File: src/rtl/wait_state_responder.sv
// wait_state_responder
// Memory-backed responder for the req/ack bus. It inserts fixed or LFSR-driven
// wait states before each ack, so that master stall handling can be exercised.
// It also counts completed transfers and flags protocol and address errors.
//
// Ports:
//   clk    - clock, all logic on the rising edge
//   rst    - synchronous active-high reset
//   req    - request from master, held high until ack
//   cmd    - 1 = write, 0 = read
//   addr   - byte address (word aligned, below 2**(AW+2) to be in range)
//   wdata  - write data
//   ack    - one-cycle completion pulse
//   rdata  - read data, valid while ack is high, held until the next read
//   wr_cnt - completed writes (wraps)
//   rd_cnt - completed reads (wraps)
//   err    - sticky, an out-of-range access has been acked
//   viol   - sticky, req dropped while waiting for ack
module wait_state_responder #(
  parameter int          AW          = 4,
  parameter int          WAIT_CYCLES = 0,
  parameter bit          RAND_WAIT   = 1'b0,
  parameter logic [7:0]  LFSR_SEED   = 8'hA5,
  parameter logic [31:0] BAD_DATA    = 32'hDEADBEEF
) (
  input  logic        clk,
  input  logic        rst,
  input  logic        req,
  input  logic        cmd,
  input  logic [31:0] addr,
  input  logic [31:0] wdata,
  output logic        ack,
  output logic [31:0] rdata,
  output logic [7:0]  wr_cnt,
  output logic [7:0]  rd_cnt,
  output logic        err,
  output logic        viol
);

  typedef enum logic [1:0] {IDLE, WAIT, RESP} state_t;

  state_t      state;
  logic [3:0]  cnt;
  logic [7:0]  lfsr;
  logic        cmd_q;
  logic [31:0] addr_q;
  logic [31:0] wdata_q;

  logic [31:0] mem [2**AW];

  logic          acc_cmd;
  logic [31:0]   acc_addr;
  logic [31:0]   acc_wdata;
  logic [AW-1:0] acc_idx;
  logic          acc_ok;
  logic [3:0]    wait_sel;
  logic          lfsr_fb;
  logic          go_resp;
  logic          mem_we;

  // A zero-wait transfer goes straight from IDLE to RESP on the accepting
  // edge, before the capture registers hold anything, so in IDLE the access
  // operands come directly from the bus; in WAIT they come from the captures.
  always_comb begin
    wait_sel = RAND_WAIT ? lfsr[3:0] : 4'(WAIT_CYCLES);
    lfsr_fb  = lfsr[7] ^ lfsr[5] ^ lfsr[4] ^ lfsr[3];
    if (state == IDLE) begin
      acc_cmd   = cmd;
      acc_addr  = addr;
      acc_wdata = wdata;
    end else begin
      acc_cmd   = cmd_q;
      acc_addr  = addr_q;
      acc_wdata = wdata_q;
    end
    acc_idx = acc_addr[AW+1:2];
    acc_ok  = ((acc_addr >> (AW + 2)) == 32'd0) && (acc_addr[1:0] == 2'b00);
    go_resp = 1'b0;
    case (state)
      IDLE:    go_resp = req && (wait_sel == 4'd0);
      WAIT:    go_resp = req && (cnt == 4'd1);
      default: go_resp = 1'b0;
    endcase
    mem_we = !rst && go_resp && acc_cmd && acc_ok;
  end

  // Storage has no reset so that its contents survive a reset; only in-range
  // writes entering RESP update it.
  always_ff @(posedge clk) begin
    if (mem_we) begin
      mem[acc_idx] <= acc_wdata;
    end
  end

  // Main FSM. ack is registered as "next state is RESP", which makes it equal
  // to state==RESP. The LFSR steps only when a request is accepted, so the
  // wait sequence depends on the transaction count, not on idle time.
  always_ff @(posedge clk) begin
    if (rst) begin
      state   <= IDLE;
      cnt     <= 4'd0;
      lfsr    <= LFSR_SEED;
      ack     <= 1'b0;
      rdata   <= 32'd0;
      wr_cnt  <= 8'd0;
      rd_cnt  <= 8'd0;
      err     <= 1'b0;
      viol    <= 1'b0;
      cmd_q   <= 1'b0;
      addr_q  <= 32'd0;
      wdata_q <= 32'd0;
    end else begin
      ack <= go_resp;
      if (go_resp) begin
        if (acc_cmd) begin
          wr_cnt <= wr_cnt + 8'd1;
        end else begin
          rd_cnt <= rd_cnt + 8'd1;
          rdata  <= acc_ok ? mem[acc_idx] : BAD_DATA;
        end
        if (!acc_ok) begin
          err <= 1'b1;
        end
      end
      case (state)
        IDLE: begin
          if (req) begin
            cmd_q   <= cmd;
            addr_q  <= addr;
            wdata_q <= wdata;
            lfsr    <= {lfsr[6:0], lfsr_fb};
            if (wait_sel == 4'd0) begin
              state <= RESP;
            end else begin
              state <= WAIT;
              cnt   <= wait_sel;
            end
          end
        end
        WAIT: begin
          if (!req) begin
            state <= IDLE;
            viol  <= 1'b1;
          end else if (cnt == 4'd1) begin
            state <= RESP;
          end else begin
            cnt <= cnt - 4'd1;
          end
        end
        RESP:    state <= IDLE;
        default: state <= IDLE;
      endcase
    end
  end

endmodule

File: config.mk
export PLATFORM = sky130hd
export DESIGN_NAME = wait_state_responder
export DESIGN_NICKNAME = d
export VERILOG_FILES = /design/src/rtl/wait_state_responder.sv
export SDC_FILE = /design/constraint.sdc
export NUM_CORES = 1
export LEC_CHECK = 0
export BUFFER_PORTS_ARGS = -buffer_cell sky130_fd_sc_hd__buf_2
export CORE_ASPECT_RATIO = 2
export CORE_UTILIZATION = 35
export CTS_CLUSTER_DIAMETER = 200
export CTS_CLUSTER_SIZE = 24
export DETAILED_ROUTE_END_ITERATION = 6
export GPL_TIMING_DRIVEN = 1
export SLEW_MARGIN = 10
export SYNTH_ARGS = -nofsm -noshare
export SYNTH_HDL_FRONTEND = slang
export SYNTH_SLANG_ARGS = --single-unit
File: constraint.sdc
create_clock -name clk -period 17.2 [get_ports clk]
set_input_delay 4.3 -clock clk [delete_from_list [all_inputs] [get_ports clk]]
set_output_delay 4.3 -clock clk [all_outputs]
set_load 0.05 [all_outputs]
==> results of run 1 <==
[kinds of logic (layout without fill, tap and decap cells)]
family,after synthesis,count (layout)
and+or+nand+nor,497,497
other,1,1
xor gates and xnor gates,14,14
muxes,143,143
buffers and inverters,111,224
adders and majority gates,2,2
DFF,627,627
AOI/OAI and AO/OA,336,336
[worst max-delay path: stages]
cell and delay [ps]:
buf_2 110, nor4_1 340, nand4_1 230, o21ai_0 370, nand4_2 730, nor3_2 1230, buf_4 500
[cell usage after synthesis (9+ instances only)]
library cell  number  area share
edfxtp_1         512        0.63
nand2_1          344       0.053
a21oi_1          126       0.026
dfxtp_1          115       0.094
mux2i_1           93       0.038
clkbuf_1          46      0.0071
nand3_1           44      0.0090
mux2_2            37       0.017
buf_2             35      0.0072
nor2_1            32      0.0049
a211oi_1          29      0.0089
a32oi_1           26      0.0093
o22ai_1           25      0.0064
a31oi_1           22      0.0056
o21bai_1          21      0.0065
a22o_1            18      0.0065
nand4_1           14      0.0036
nor3_1            14      0.0029
buf_1             13      0.0020
nor4_1            13      0.0033
mux4_2            12       0.011
o21ai_0           11      0.0023
xor2_1            11      0.0039
buf_4              9      0.0028
[worst min path at each step]
stage	startpoint	endpoint	slack (ps)	cells past startpoint
floorplan	wdata_q[0]	wdata_q[0]	430	2
detailed placement	rdata[29]	rdata[29]	440	2
global placement	wdata_q[27]	wdata_q[27]	440	2
CTS	wdata_q[19]	wdata_q[19]	460	2
global route	wdata_q[24]	wdata_q[24]	470	2
finish	wdata_q[2]	wdata_q[2]	460	2
[registers in the layout, indices dropped and copies added, names as in the netlist]
name / count
rd_cnt: 8
rdata: 32
state: 1
addr_q: 32
wdata_q: 32
mem: 512
wr_cnt: 8
ack: 1
err: 1
[report_power, final]
part	switching (mW)	internal, mW	leakage, nW
registers	0.0129	1.66	5.56
logic	0.165	0.0660	3.06
clock network	0.469	0.345	0.422
[routing by layer]
layer  wire length (um)  vias up  part of all wire  GRT usage
met4               3070        4             0.046     0.0854
li1                   -     6716                 -          -
met1              24400     7511              0.37      0.213
met2              35900      508              0.54      0.356
met5                 22        -           0.00033          0
met3               3490      140             0.052     0.0209
[cell type report]
type | instances | area share
inverters | 2 | 0.000278
clock inverters | 1 | 0.00111
well taps | 897 | 0.0415
clock buffers | 55 | 0.0320
flip-flops and latches | 627 | 0.654
repair buffers | 166 | 0.0354
multi-input cells | 993 | 0.235
[metrics by stage]
| step | std cells | setup slack [ps] | cell area [sq um] | power (mW) | hold slack [ps] |
|---|---|---|---|---|---|
| 6_report | 2741 | 9650 | 27000 | 2.72 | 456 |
| 5_1_grt | 2741 | 9540 | 27000 | 2.80 | 473 |
| 4_1_cts | 2741 | 9630 | 27000 | 2.74 | 460 |
| 3_5_place_dp | 2685 | 8950 | 26100 | 1.94 | 441 |
| 3_3_place_gp | 2685 | 9070 | 26100 | 1.94 | 438 |
| 2_1_floorplan | 1731 | 8350 | 24400 | 1.85 | 433 |
==> run_results.csv, run 1 <==
group,metric,value,unit
floorplanning,die_h,376,um
layout,diodes,0,
cts,htreeDepth,1,
routing,num_vias,14900,
synth,synth-compound-area-share,0.0918,
worst_hold_path,hp-class,"reg2reg",
floorplanning,initial_core_util,0.354,
layout,multi_input_area,6360,sq um
synth,synth_edf_count,512,
power,powerDensity,101,nW/um^2
routing,postRouteAntennaNets,0,
sta,report.final.slew_viol_count,0,
grt,antenna_found_initial,2,
synth,yosysWarnings,0,
synth,ys_seq_area_frac,0.724,
worst_setup_path,timing.rr.end,"mem[6][30]",
worst_setup_path,timing.critical_path.to,"mem[6][30]",
cts,cts.root.buffer_cell,"clkbuf_16",
grt,grt_max_degree,88,
routing,firstDrtPassIters,5,
worst_setup_path,path_class,"in2reg",
worst_setup_path,reg2reg_setup_slack,12630,ps
synth,ys.flop_type,"edfxtp_1",
sta,finClkSkew,27.7,ps
synth,syn_avg_cell_area,14.1,sq um
cts,cts_resized,0,
placed_design,port_buffers,117,
synth,synth.area.mux_share,0.0669,
sta,min_period,7550,ps
cts,postCtsHoldBufs,0,
synth,synth_cell_type_count,66,
placed_design,hpwl,42.8,mm
cts,cts_tree,"yes",
floorplanning,rows,136,
grt,overflow,0,
synth,synthAdderAreaFrac,0.00102,
worst_setup_path,arrival,7850,ps
cts,path_clk_slew,100,ps
worst_setup_path,cp_data_required_time,17500,ps
floorplanning,die_x,189,um
routing,wl_per_cell,24.4,um
cts,cts_made_buffers,30,
worst_setup_path,reg2reg_from,"state[1]",
synth,synth_nets,1801,
worst_setup_path,worstSetupStartpoint,"addr[1]",
sta,fmax,0.132,GHz
routing,wl,66.9,mm
cts,postCtsSetupBuffers,0,
layout,ff_latch_area,17700,sq um
worst_setup_path,start_kind,"input port",
sta,rsz0062_at_grt,"no",
routing,drt-vias-per-instance,5.43,
floorplanning,top_level_ports,119,
synth,synth_top_family_by_area,"compound AO/OA/AOI/OAI gates",
sta,relSlewSlack,0.192,
routing,drtIter0Drc,1011,
worst_setup_path,critical_path.endpoint_type,"register",
layout,most-common-layout-cells,"512 x edfxtp_1, 344 x nand2_1, 126 x a21oi_1",
worst_setup_path,cp_max_fo,19,
worst_setup_path,ff2ff_path_depth,6,
cts,cts_buffer_depth,3,
grt,grt_usage,0.190,
synth,synth_area,24400,sq um
power,peakVddDrop,0.0803,mV
flow_run,drv_cap,0,
sta,fin_crit_sh,0.439,
layout,final_common_cell,"edfxtp_1",
synth,async_flop_share,0,
placed_design,gp_congestion,0.836,
synth,synthXorXnorAreaFrac,0.00502,
outcome,status,"finished clean",
sta,fin_setup_tns,0,ps
synth,synth-seq-cells,627,
sta,final_hold_viol_count,0,
sta,tightest_slew,1210,ps
cts,clock_latency,630,ps
layout,syn_to_final_growth,10.7,%
floorplanning,coreArea,68900,sq um
synth,syn_inst,1731,
routing,remaining_drc_errors,0,
layout,nFillCells,6352,
sta,setup_viol,0,
layout,layout-drive-gt1-share,0.155,
power,power.leakage,9.05,nW
cts,clock_sinks,627,
layout,post-route-util,0.392,
grt,grt_pass1_wl,99.1,mm
layout,nets,1890,
synth,yosys.area_share.simple,0.0892,
floorplanning,dieArea,70900,sq um
grt,grt_pass1_vias,15100,
Power figures use the tool's default switching activity.
==> inputs of run 2 (changes only) <==
Clock period 17.2 ns to 7.2 ns, I/O delays scaled along.
==> run_results.csv, run 2 (synthesis gave the netlist of run 1 again) <==
group,metric,value,unit
worst_setup_path,ff2ff_path_depth,7,
cts,clock_latency,630,ps
worst_setup_path,worstSetupStartpoint,"addr[9]",
worst_setup_path,cp_data_required_time,7470,ps
sta,finClkSkew,30.0,ps
power,power_switching,1.55,mW
sta,holdWs,457,ps
floorplanning,top_level_ports,119,
routing,drt-vias-per-instance,5.42,
sta,relSlewSlack,0.229,
worst_setup_path,critical_path.endpoint_type,"register",
grt,grt_pass1_vias,15200,
grt,grt_max_degree,74,
routing,wl_met3,2.72,mm
routing,remaining_drc_errors,0,
power,peakVddDrop,0.205,mV
flow_run,drv_cap,0,
routing,postRouteAntennaNets,0,
layout,most-common-layout-cells,"512 x edfxtp_1, 344 x nand2_1, 126 x a21oi_1",
layout,layout-drive-gt1-share,0.154,
worst_setup_path,slowest_delay,920,ps
cts,cts_made_buffers,30,
cts,clock_sinks,627,
sta,fin_crit_sh,0.609,
power,combPwrFrac,0.084,
layout,final_area,27000,sq um
power,p_clk_frac,0.301,
layout,final_common_cell,"edfxtp_1",
floorplanning,die_x,189,um
cts,cts_buffer_depth,3,
routing,top_layer,"met4",
placed_design,hpwl,43.4,mm
grt,grt_usage,0.187,
routing,num_vias,14800,
floorplanning,initial_core_util,0.354,
layout,nFillCells,6373,
grt,grt_pass1_wl,98.1,mm
sta,report.final.slew_viol_count,0,
sta,tightest_slew,1150,ps
grt,overflow,0,
placed_design,port_buffers,117,
floorplanning,coreArea,68900,sq um
layout,largest_reg_flops,512,
worst_setup_path,start_kind,"input port",
grt,antenna_found_initial,0,
worst_setup_path,timing.rr.end,"mem[14][2]",
cts,path_clk_slew,100,ps
routing,wl_met2,36.5,mm
routing,wl_per_cell,24.3,um
cts,cts_resized,0,
power,powerDensity,241,nW/um^2
sta,final_hold_viol_count,0,
cts,postCtsSetupBuffers,0,
layout,syn_to_final_growth,10.6,%
placed_design,post_dp_cell_area,26100,sq um
worst_setup_path,critical-path-slowest-cell,"nor3_2",
worst_setup_path,crit_path_frequent_cell,"buf_4",
outcome,status,"finished clean",
worst_setup_path,reg2reg_from,"state[1]",
sta,min_period,4380,ps
floorplanning,dieArea,70900,sq um
placed_design,gp_congestion,0.846,
sta,setup_viol,0,
routing,wl,66.6,mm
worst_setup_path,reg2reg_setup_slack,3270,ps
routing,firstDrtPassIters,5,
cts,postCtsHoldBufs,0,
floorplanning,die_h,376,um
layout,nets,1887,
sta,fin_setup_tns,0,ps
power,p_seq_frac,0.615,
routing,met1Wirelength,24.2,mm
power,power.leakage,9.03,nW
worst_setup_path,timing.critical_path.to,"mem[14][2]",
worst_setup_path,path_cells,"buf_2, nor4_1, nand4_1, o21ai_0, nand4_2, buf_4, nor3_2, buf_4",
worst_setup_path,cp_max_fo,21,
cts,cts_tree,"yes",
routing,drtIter0Drc,1096,
cts,htreeDepth,1,
worst_setup_path,arrival,4660,ps
floorplanning,rows,136,
worst_hold_path,hp-class,"reg2reg",
sta,fmax,0.228,GHz
power,power_switching_share,0.239,
cts,cts.root.buffer_cell,"clkbuf_16",
sta,rsz0062_at_grt,"no",
power,p_int,4.95,mW
worst_setup_path,path_class,"in2reg",
layout,regMostFlops,"mem",
-- run 2: changes by cell type in the layout (fill, tap and decap cells not counted) --
cell     change
nor2_1       -1
o21ai_4      +1
nor2_2       +1
o21ai_2      -1
buf_4        -3
diode_2      +1
-- run 2: final cells by class --
type                            count  area (sq um)  area share
Sequential cell                   627         17700       0.654
Multi-Input combinational cell    993          6370       0.236
Tap cell                          897          1120      0.0415
Timing Repair Buffer              163           933      0.0346
Clock buffer                       55           866      0.0321
Clock inverter                      1          30.0     0.00111
Inverter                            2          7.51    0.000278
Antenna cell                        1          2.50   0.0000926
-- run 2: worst max-delay path: cells and delay by family --
kind,cells,cell delay [ps]
buffers and inverters,3,850
AND/OR/NAND/NOR,4,1640
AO/OA/AOI/OAI,1,340
-- run 2: stage by stage --
| stage | cells | setup slack [ps] | total power, mW | utilization |
|---|---|---|---|---|
| floorplan | 1731 | 847 | 4.42 | - |
| global placement | 2682 | 2250 | 4.62 | 0.379 |
| detailed placement | 2682 | 2180 | 4.64 | 0.379 |
| CTS | 2738 | 2820 | 6.55 | 0.392 |
| global route | 2738 | 2680 | 6.69 | 0.392 |
| finish | 2739 | 2820 | 6.50 | 0.392 |
-- run 2: metal layers --
metal,global-route usage,up-vias
li1,-,6709
met1,0.204,7553
met2,0.357,442
met3,0.0165,133
met4,0.0898,0
met5,0,-
-- run 2: power by group through the flow --
stage	registers (mW)	logic, mW	clock network, mW
4_1_cts	4.00	0.554	1.99
2_1_floorplan	4.10	0.321	0
3_5_place_dp	4.08	0.553	0
6_report	4.00	0.548	1.95
5_1_grt	4.00	0.589	2.09
3_3_place_gp	4.08	0.541	0
-- run 2: worst min path at each step --
| stage | start | endpoint | slack, ps | cells after the start |
|---|---|---|---|---|
| floorplan | wdata_q[0] | wdata_q[0] | 430 | 2 |
| global placement | wdata_q[19] | wdata_q[19] | 440 | 2 |
| detailed placement | rdata[22] | rdata[22] | 440 | 2 |
| CTS | wdata_q[12] | wdata_q[12] | 460 | 2 |
| global route | addr_q[0] | addr_q[0] | 480 | 2 |
| finish | rdata[22] | rdata[22] | 460 | 2 |
==> inputs of run 3 (changes only) <==
Settings changed: ABC_AREA set to 1.
Clock period 7.2 ns to 3.95 ns, I/O delays scaled along.
==> run_results.csv, run 3 <==
group,metric,value,unit
outcome,status,"finished with violations",
outcome,failed_checks,"design-rule violations",
routing,num_vias,18600,
worst_setup_path,critical-path-slowest-cell,"dfxtp_4",
power,combPwrFrac,0.107,
sta,final_hold_viol_count,0,
cts,cts.root.buffer_cell,"clkbuf_16",
floorplanning,top_level_ports,119,
synth,yosysTopAreaCellShare,0.583,
power,power_switching_share,0.254,
grt,antenna_found_initial,0,
worst_setup_path,path_cells,"buf_4, o21ai_4, inv_4, buf_4, nand2_1, nor2_4, buf_4",
layout,layout-drive-gt1-share,0.0969,
synth,synth_edf_count,512,
worst_setup_path,slowest_delay,770,ps
power,p_seq_frac,0.598,
cts,postCtsSetupBuffers,0,
layout,regMostFlops,"mem",
cts,cts_buffer_depth,3,
layout,syn_to_final_growth,11.5,%
cts,htreeDepth,1,
sta,fin_setup_tns,0,ps
power,powerDensity,414,nW/um^2
routing,wl_per_cell,19.1,um
synth,syn_avg_cell_area,9.66,sq um
sta,rsz0062_at_grt,"no",
sta,finClkSkew,33.1,ps
floorplanning,initial_core_util,0.353,
worst_setup_path,cp_data_required_time,4220,ps
power,peakVddDrop,0.360,mV
sta,fmax,0.306,GHz
routing,firstDrtPassIters,7,
sta,relSlewSlack,0.476,
worst_setup_path,path_class,"reg2reg",
synth,synth_area,26400,sq um
routing,remaining_drc_errors,1,
cts,path_clk_slew,100,ps
placed_design,pre_cts_slack,534,ps
synth,yosysTopAreaCell,"edfxtp_1",
floorplanning,die_x,196,um
worst_hold_path,hp-class,"reg2reg",
layout,nFillCells,7335,
grt,overflow,0,
sta,min_period,3270,ps
grt,grt_pass1_wl,111,mm
grt,grt_pass1_vias,18300,
routing,wl,73.4,mm
power,power.leakage,12.2,nW
synth,synth_nets,2800,
flow_run,drv_cap,0,
power,p_int,9.08,mW
synth,synth_cell_type_count,36,
synth,yosysWarnings,0,
layout,diodes,0,
floorplanning,rows,142,
routing,drt-vias-per-instance,4.84,
synth,yosysMostFrequentCell,"nand2_1",
floorplanning,coreArea,74800,sq um
layout,nets,2884,
worst_setup_path,cp_max_fo,54,
sta,tightest_slew,786,ps
cts,cts_tree,"yes",
layout,post-route-util,0.393,
synth,yosys-top-cells-area,"edfxtp_1 58%, nand2_1 17%, dfxtp_1 8.7%",
floorplanning,dieArea,76600,sq um
cts,cts_resized,0,
synth,async_flop_share,0,
worst_setup_path,critical_path.endpoint_type,"register",
worst_setup_path,start_kind,"register",
layout,multi_input_area,7540,sq um
sta,layout_setup_ws,680,ps
cts,postCtsHoldBufs,0,
sta,setup_viol,0,
layout,largest_reg_flops,512,
placed_design,gp_congestion,0.794,
synth,syn_inst,2730,
routing,drtIter0Drc,1273,
worst_setup_path,crit_path_frequent_cell,"buf_4",
layout,ff_latch_area,17700,sq um
layout,final_common_cell,"nand2_1",
worst_setup_path,arrival,3540,ps
synth,synthTopCellsByCount,"1,207 x nand2_1, 512 x edfxtp_1, 193 x nand3_1",
sta,report.final.slew_viol_count,0,
cts,clock_sinks,627,
placed_design,port_buffers,117,
sta,fin_crit_sh,0.828,
synth,synth-seq-cells,627,
placed_design,hpwl,44.0,mm
grt,grt_usage,0.192,
routing,postRouteAntennaNets,0,
power,p_clk_frac,0.295,
power,power_switching,3.09,mW
synth,ys.flop_type,"edfxtp_1",
cts,cts_made_buffers,30,
layout,most-common-layout-cells,"1,207 x nand2_1, 512 x edfxtp_1, 193 x nand3_1",
grt,grt_max_degree,129,
synth,ys_seq_area_frac,0.670,
cts,clock_latency,640,ps
floorplanning,die_h,390,um
==> run 3: cell count changes after synthesis, moves of 29 or more <==
cell,previous run,this run
nor2_1,32,143
o21ai_0,11,130
nand2_1,344,1207
buf_2,35,64
nand3_1,44,193
a211oi_1,29,0
mux2_2,37,0
mux2i_1,93,0
a21oi_1,126,51
inv_1,2,154
==> run 3: critical path, delay by kind of cell, from the launching register on <==
family                 cells  cell delay (ps)
AOI/OAI and AO/OA          1              130
DFF                        1              770
and+or+nand+nor            2              580
buffers and inverters      4             1340
==> run 3: cells by family after synthesis <==
logic type,after synthesis,synth area share
other,1,0.000142
and+or+nand+nor,1574,0.237
AOI/OAI and AO/OA,213,0.0412
adders and majority gates,2,0.000948
DFF,627,0.670
buffers and inverters,311,0.0504
xor gates and xnor gates,2,0.000664
==> run 3: final timing paths <==
check	to	startpoint	cells after the start	slack, ps
worst max-delay path	mem[0][26]	state[1]	7	680
worst min-delay path	addr_q[12]	addr_q[12]	2	470
worst max register to register	mem[0][26]	state[1]	7	680
worst min register to register	addr_q[12]	addr_q[12]	2	470
==> run 3: metal layers <==
| layer | up-vias | share of wire | GRT usage |
|---|---|---|---|
| met4 | 0 | 0.033 | 0.0666 |
| met2 | 441 | 0.53 | 0.365 |
| met1 | 9008 | 0.40 | 0.222 |
| met3 | 120 | 0.038 | 0.0158 |
| met5 | - | 0 | 0 |
| li1 | 9059 | - | - |
==> run 3: metrics by stage <==
step | hold slack [ps] | power (mW) | cells | area, sq um
6_report | 467 | 12.2 | 3846 | 29400
5_1_grt | 488 | 12.6 | 3846 | 29400
4_1_cts | 468 | 12.3 | 3846 | 29400
3_5_place_dp | 446 | 8.73 | 3790 | 28500
3_3_place_gp | 440 | 8.73 | 3790 | 28500
2_1_floorplan | 430 | 8.24 | 2730 | 26400
==> run 3: layout make-up <==
type                       instances  share of cell area
clock buffer                      55              0.0294
clock inverter                     1             0.00102
inverter                         161              0.0208
multi-input combinational       1792               0.256
sequential                       627               0.601
tap                             1008              0.0429
timing repair buffer             202              0.0484
==> run 3: power groups by stage <==
stage / sequential, mW / clock [mW] / combinational [mW]
global placement: 7.43 / 0 / 1.30
CTS: 7.28 / 3.68 / 1.31
floorplan: 7.49 / 0 / 0.749
finish: 7.28 / 3.59 / 1.30
global route: 7.29 / 3.86 / 1.43
detailed placement: 7.43 / 0 / 1.30
